### config.mk
export PLATFORM = sky130hd
export DESIGN_NAME = keystroke_core
export DESIGN_NICKNAME = d
export VERILOG_FILES = /design/src/rtl/keypad_pkg.sv /design/src/rtl/key_debounce.sv /design/src/rtl/keystroke_core.sv
export SDC_FILE = /design/constraint.sdc
export NUM_CORES = 1
export LEC_CHECK = 0
export ABC_CLOCK_PERIOD_IN_PS = 3100
export CAP_MARGIN = 20
export CORE_MARGIN = 2
export CORE_UTILIZATION = 45
export CTS_BUF_LIST = sky130_fd_sc_hd__clkbuf_8 sky130_fd_sc_hd__clkbuf_16
export CTS_CLUSTER_SIZE = 40
export DETAILED_ROUTE_END_ITERATION = 6
export PLACE_DENSITY = 0.65
export SYNTH_ARGS = -nofsm -noshare
export SYNTH_HDL_FRONTEND = slang
export SYNTH_SLANG_ARGS = --single-unit
### constraint.sdc
create_clock -name clk_raw -period 3.1 [get_ports clk_raw]
set_clock_uncertainty 0.15 [all_clocks]
set_input_delay 0.31 -clock clk_raw [delete_from_list [all_inputs] [get_ports clk_raw]]
set_output_delay 0.31 -clock clk_raw [all_outputs]
set_load 0.01 [all_outputs]
### src/rtl/keypad_pkg.sv
// Shared keypad definitions: key count, code width, code type, and
// small combinational helpers for the key-vector encoder.
package keypad_pkg;

  localparam int unsigned NUM_KEYS     = 12;
  localparam int unsigned KEY_CODE_W   = 4;
  localparam int unsigned PRESS_CNT_W  = 8;

  typedef logic [KEY_CODE_W-1:0] key_code_t;

  // Internal "no key pressed" marker; never appears on key_code.
  localparam key_code_t NO_KEY = 4'hF;

  // Lowest set index of the debounced vector, or NO_KEY when empty.
  function automatic key_code_t lowest_key(input logic [NUM_KEYS-1:0] v);
    key_code_t r;
    r = NO_KEY;
    for (int i = int'(NUM_KEYS) - 1; i >= 0; i--) begin
      if (v[i]) r = KEY_CODE_W'(i);
    end
    return r;
  endfunction

  // True when two or more bits are set (clearing the lowest set bit
  // leaves something behind).
  function automatic logic two_or_more(input logic [NUM_KEYS-1:0] v);
    return (v & (v - NUM_KEYS'(1))) != '0;
  endfunction

endpackage

### src/rtl/key_debounce.sv
// Single key line conditioner: 2-flop synchronizer followed by a
// tick-sampled debouncer that flips its output only after DEB_TICKS
// consecutive samples disagree with it.
// Ports:
//   clk_raw - system clock
//   rst     - asynchronous active-high reset
//   tick    - sample strobe (one clk_raw cycle wide)
//   raw     - asynchronous raw key line, 1 = pressed
//   deb     - debounced key level
module key_debounce
  import keypad_pkg::*;
#(
  parameter int unsigned DEB_TICKS = 4
) (
  input  logic clk_raw,
  input  logic rst,
  input  logic tick,
  input  logic raw,
  output logic deb
);

  localparam int unsigned CNT_W = $clog2(DEB_TICKS + 1);

  logic             sync1;
  logic             sync2;
  logic [CNT_W-1:0] cnt;

  // Synchronizer and disagreement counter.
  always_ff @(posedge clk_raw or posedge rst) begin
    if (rst) begin
      sync1 <= 1'b0;
      sync2 <= 1'b0;
      cnt   <= '0;
      deb   <= 1'b0;
    end else begin
      sync1 <= raw;
      sync2 <= sync1;
      if (tick) begin
        if (sync2 != deb) begin
          if (cnt == CNT_W'(DEB_TICKS - 1)) begin
            deb <= ~deb;
            cnt <= '0;
          end else begin
            cnt <= cnt + CNT_W'(1);
          end
        end else begin
          cnt <= '0;
        end
      end
    end
  end

endmodule

### src/rtl/keystroke_core.sv
// Keypad front-end: debounces the 12 raw key lines, reports the lowest
// pressed key as a press pulse with auto-repeat, and counts presses.
// Ports:
//   clk_raw     - system clock (only clock)
//   rst         - asynchronous active-high reset
//   keystroke   - raw key lines, 1 = pressed, asynchronous
//   key_code    - index of lowest debounced pressed key (holds when idle)
//   key_press   - one-cycle pulse on new press or auto-repeat
//   key_held    - at least one debounced key pressed
//   multi_key   - two or more debounced keys pressed
//   press_count - number of key_press pulses, wrapping
module keystroke_core
  import keypad_pkg::*;
#(
  parameter int unsigned DIV_W        = 10,
  parameter int unsigned DEB_TICKS    = 4,
  parameter int unsigned REPEAT_TICKS = 32
) (
  input  logic                   clk_raw,
  input  logic                   rst,
  input  logic [NUM_KEYS-1:0]    keystroke,
  output key_code_t              key_code,
  output logic                   key_press,
  output logic                   key_held,
  output logic                   multi_key,
  output logic [PRESS_CNT_W-1:0] press_count
);

  localparam int unsigned REP_W = $clog2(REPEAT_TICKS + 1);

  logic [DIV_W-1:0]    div;
  logic                tick_c;
  logic [NUM_KEYS-1:0] deb_vec;
  key_code_t           enc_c;
  key_code_t           prev_idx;
  logic                held_c;
  logic                multi_c;
  logic                new_evt_c;
  logic                rep_evt_c;
  logic                press_c;
  logic [REP_W-1:0]    rep_cnt;
  logic [REP_W-1:0]    rep_cnt_nxt;

  assign tick_c = &div;

  // One conditioner per key line.
  for (genvar g = 0; g < int'(NUM_KEYS); g++) begin : g_key
    key_debounce #(
      .DEB_TICKS(DEB_TICKS)
    ) u_deb (
      .clk_raw(clk_raw),
      .rst    (rst),
      .tick   (tick_c),
      .raw    (keystroke[g]),
      .deb    (deb_vec[g])
    );
  end

  // Encoder, event detection and repeat counter next state.
  always_comb begin
    enc_c       = lowest_key(deb_vec);
    held_c      = |deb_vec;
    multi_c     = two_or_more(deb_vec);
    new_evt_c   = held_c && (enc_c != prev_idx);
    rep_evt_c   = 1'b0;
    rep_cnt_nxt = rep_cnt;
    // A new index restarts the repeat interval; that also absorbs a
    // repeat falling in the same cycle so only one pulse is emitted.
    if (new_evt_c || !held_c) begin
      rep_cnt_nxt = '0;
    end else if (tick_c) begin
      if (rep_cnt == REP_W'(REPEAT_TICKS - 1)) begin
        rep_evt_c   = 1'b1;
        rep_cnt_nxt = '0;
      end else begin
        rep_cnt_nxt = rep_cnt + REP_W'(1);
      end
    end
    press_c = new_evt_c | rep_evt_c;
  end

  // Divider, tracking state and registered outputs.
  always_ff @(posedge clk_raw or posedge rst) begin
    if (rst) begin
      div         <= '0;
      prev_idx    <= NO_KEY;
      rep_cnt     <= '0;
      key_code    <= '0;
      key_press   <= 1'b0;
      key_held    <= 1'b0;
      multi_key   <= 1'b0;
      press_count <= '0;
    end else begin
      div       <= div + DIV_W'(1);
      prev_idx  <= enc_c;
      rep_cnt   <= rep_cnt_nxt;
      key_press <= press_c;
      key_held  <= held_c;
      multi_key <= multi_c;
      if (new_evt_c) key_code <= enc_c;
      if (press_c)   press_count <= press_count + PRESS_CNT_W'(1);
    end
  end

endmodule

==> impl_results.md <==
- I/O Pins: 29
- Min Clock Period, post-route: 2760 ps
- Clock Sinks: 107
- Critical path class: reg -> reg
- CP max FO: 9
- Met2 Usage GRT: 25.0%
- Adder-cell share of the synthesized area: 4.27%
- Die X: 105 um
- Top cells by area, synth: dfrtp_1, nand2_1, xnor2_1
- Power per cell area: 455 mW/mm2
- CP arrival: 2880 ps
- Post-synth EDFFs: 0
- PortBufs: 28
- Final setup vio count: 0
- Final ANT Viol Nets: 0
- Number of global-route vias before repair: 3039
- First-pass GRT wire length: 13700 um
- Async S/R FF share, synth: 100%
- Largest net degree at the start of global routing: 108
- Unrepaired setup endpoints after global routing: false
- Simple-Gate Fraction of Synth Area: 16.7%
- Total grt overflow: 0
- Cells on Worst Hold Path: 0
- Core area: 0.0101 mm2
- Post-synthesis cell count: 422
- Starting Density: 45.7%
- Final core occ: 52.0%
- Worst-Margin Slew: 568 ps
- Rows: 37
- Part of the Yosys area used for sequential elements: 57.9%
- Slew margin rel.: 61.7%
- Clk root buf: clkbuf_8
- Drt wl/cell: 12.9 um
- GR Util All Layers: 15.4%
- Pins Over Slew Limit: 0
- Drt pass-1 iters: 4
- Leading area contributor after synthesis: dfrtp_1
- Cts repair resizes: 0
- Commonest non-fill, non-tap cell in the layout: dfrtp_1
- Design Power: 0.00240 W
- Most frequent cells in the layout: dfrtp_1, nand2_1, nor2_1, clkdlybuf4s50_1, xnor2_1
- Setup bufs post-CTS: 0
- # H-tree levels: 3
- Skew-Pair Late Insertion Delay: 370 ps
- Finished Cell Area: 0.00528 mm2
- Yosys cell types: 55
- Syn-to-layout area delta: 13.9%
- Post-route clock period utilization: 89.1%
- Total CTS buffers: 9
- Initial antenna violation count: 0
- Setup TNS: 0 ps
- Flop2flop setup slack: 340 ps
- #FFs+latches synth: 107
- Worst r2r src: g_key[2].u_deb.deb
- WHS Endpoint: g_key[10].u_deb.sync2
- Post-DP Area: 0.00506 mm2
- LEAKAGE: 2.51 nW
- FF-to-FF End: press_count[1]
- GR Util met1: 19.8%
- Peak supply drop: 259 uV
- CTS tree: done
- Max Freq: 362 MHz
- Busiest layer in global routing: met2
- Worst EP required: 3210 ps
- Largest family of logic cells by synthesized area: simple AND/OR/NAND/NOR gates
- Hold Crit Start: g_key[10].u_deb.sync1
- ANT cells: 0
- WHS: 198 ps
- Hold Vio Cnt, Final: 0
- CTS clk-pin slew, worst paths: 100 ps
- Reg2reg path depth: 7
- Routed vias/inst: 5.04
- Nets: 479
- Synthesis Warnings: 0
- Mux contribution to synthesized area: 4.19%
- Worst hold path type: reg -> reg
- Syn avg cell area: 11.0 um2
- Status: finished, final reports clean
- Routed vias: 2979
- # hold bufs at CTS: 0
- XOR/XNOR Fraction of Synth Area: 5.84%
- CP Capture Type: flop
- Critical Path Start Type: flop
- Max-Cap Viols: 0
- Top-area cell type share of the netlist area: 55.7%
- Post-Route WL: 7650 um
- Syn Nets: 451
- Layout cell share with drive strength beyond 1: 11.2%
- Iter 0 DRT Violations: 132
- Compound-cell area share of the yosys netlist: 7.59%
- Top FF cell, synth: dfrtp_1
- Met3 Track Usage GR: 2.72%
- RD Place Congestion: 0.775
- Buffer depth of the longest clock path: 2
- Post-DP HPWL: 5170 um
- Die area: 0.0111 mm2
- # DRC: 0
- Synthesized cell area: 0.00463 mm2
- Die extent in y: 105 um
## sequential cells by signal (all words and copies together) (netlist names), 6 cells and up
signal             cells
rep_cnt                6
g_key.u_deb.sync1     12
g_key.u_deb.sync2     12
g_key.u_deb.cnt       36
div                   10
g_key.u_deb.deb       12
press_count            8
## per-stage QoR
stage               worst slack [ps]  cells
floorplan                        465    422
global placement                 396    575
detailed placement               353    575
CTS                              333    591
global route                     246    591
finish                           339    591
## final cells by class
type	count	area (um2)
multi-input cells	280	1790
clock inverters	6	81.3
fillers	893	4860
repair buffers	34	338
inverters	18	76.3
flip-flops and latches	107	2680
well taps	136	170
clock buffers	10	138
## power by group
part,leakage [nW],switching (W),internal [W]
registers,1.41,0.00000766,0.00141
clock network,0.119,0.000447,0.000471
logic,0.975,0.0000379,0.0000254
## logic make-up (layout without fill, tap and decap cells)
family / after synthesis / count (layout)
multiplexers: 17 / 17
XOR/XNOR: 30 / 30
AND/OR/NAND/NOR: 168 / 168
buffers and inverters: 35 / 68
flip-flops: 107 / 107
AO/OA/AOI/OAI: 49 / 49
adder cells (fa/ha/maj): 16 / 16
## worst max-delay path by stage
stage               slack [ps]             end               start  cells past startpoint
floorplan                  470  press_count[1]  g_key[4].u_deb.deb                      9
global placement           400  press_count[1]  g_key[2].u_deb.deb                      7
detailed placement         350  press_count[1]  g_key[2].u_deb.deb                      7
CTS                        330  press_count[1]  g_key[2].u_deb.deb                      7
global route               250  press_count[1]  g_key[2].u_deb.deb                      7
finish                     340  press_count[1]  g_key[2].u_deb.deb                      7
## critical path: stages, from the launching register on
cell and delay (ps):
dfrtp_1 490, or4_1 560, or2_1 350, clkinv_4 80, o21ai_2 60, a311oi_4 420, a31oi_4 210, mux2_4 340
## layer usage
layer  wire, um  vias up
li1           -     1482
met1       3670     1448
met2       3580       35
met3        213       14
met4        191        0
met5          0        -
## Yosys cell counts (2+ instances only)
| cell type | count |
|---|---|
| dfstp_2 | 4 |
| nor2_1 | 53 |
| nand3_1 | 18 |
| nor3_1 | 2 |
| nor3b_1 | 2 |
| mux2_1 | 3 |
| ha_1 | 15 |
| inv_1 | 17 |
| nand4_1 | 5 |
| nand2b_1 | 2 |
| dfrtp_1 | 103 |
| nand2_1 | 55 |
| o21ai_0 | 11 |
| nor4_1 | 2 |
| xor2_1 | 6 |
| a21o_1 | 2 |
| mux2_2 | 12 |
| xnor2_1 | 23 |
| buf_6 | 3 |
| a2111oi_0 | 2 |
| a31oi_1 | 2 |
| clkbuf_1 | 13 |
| nand3b_1 | 2 |
| a21oi_1 | 17 |
| and3_1 | 18 |
Power figures use the tool's default switching activity.
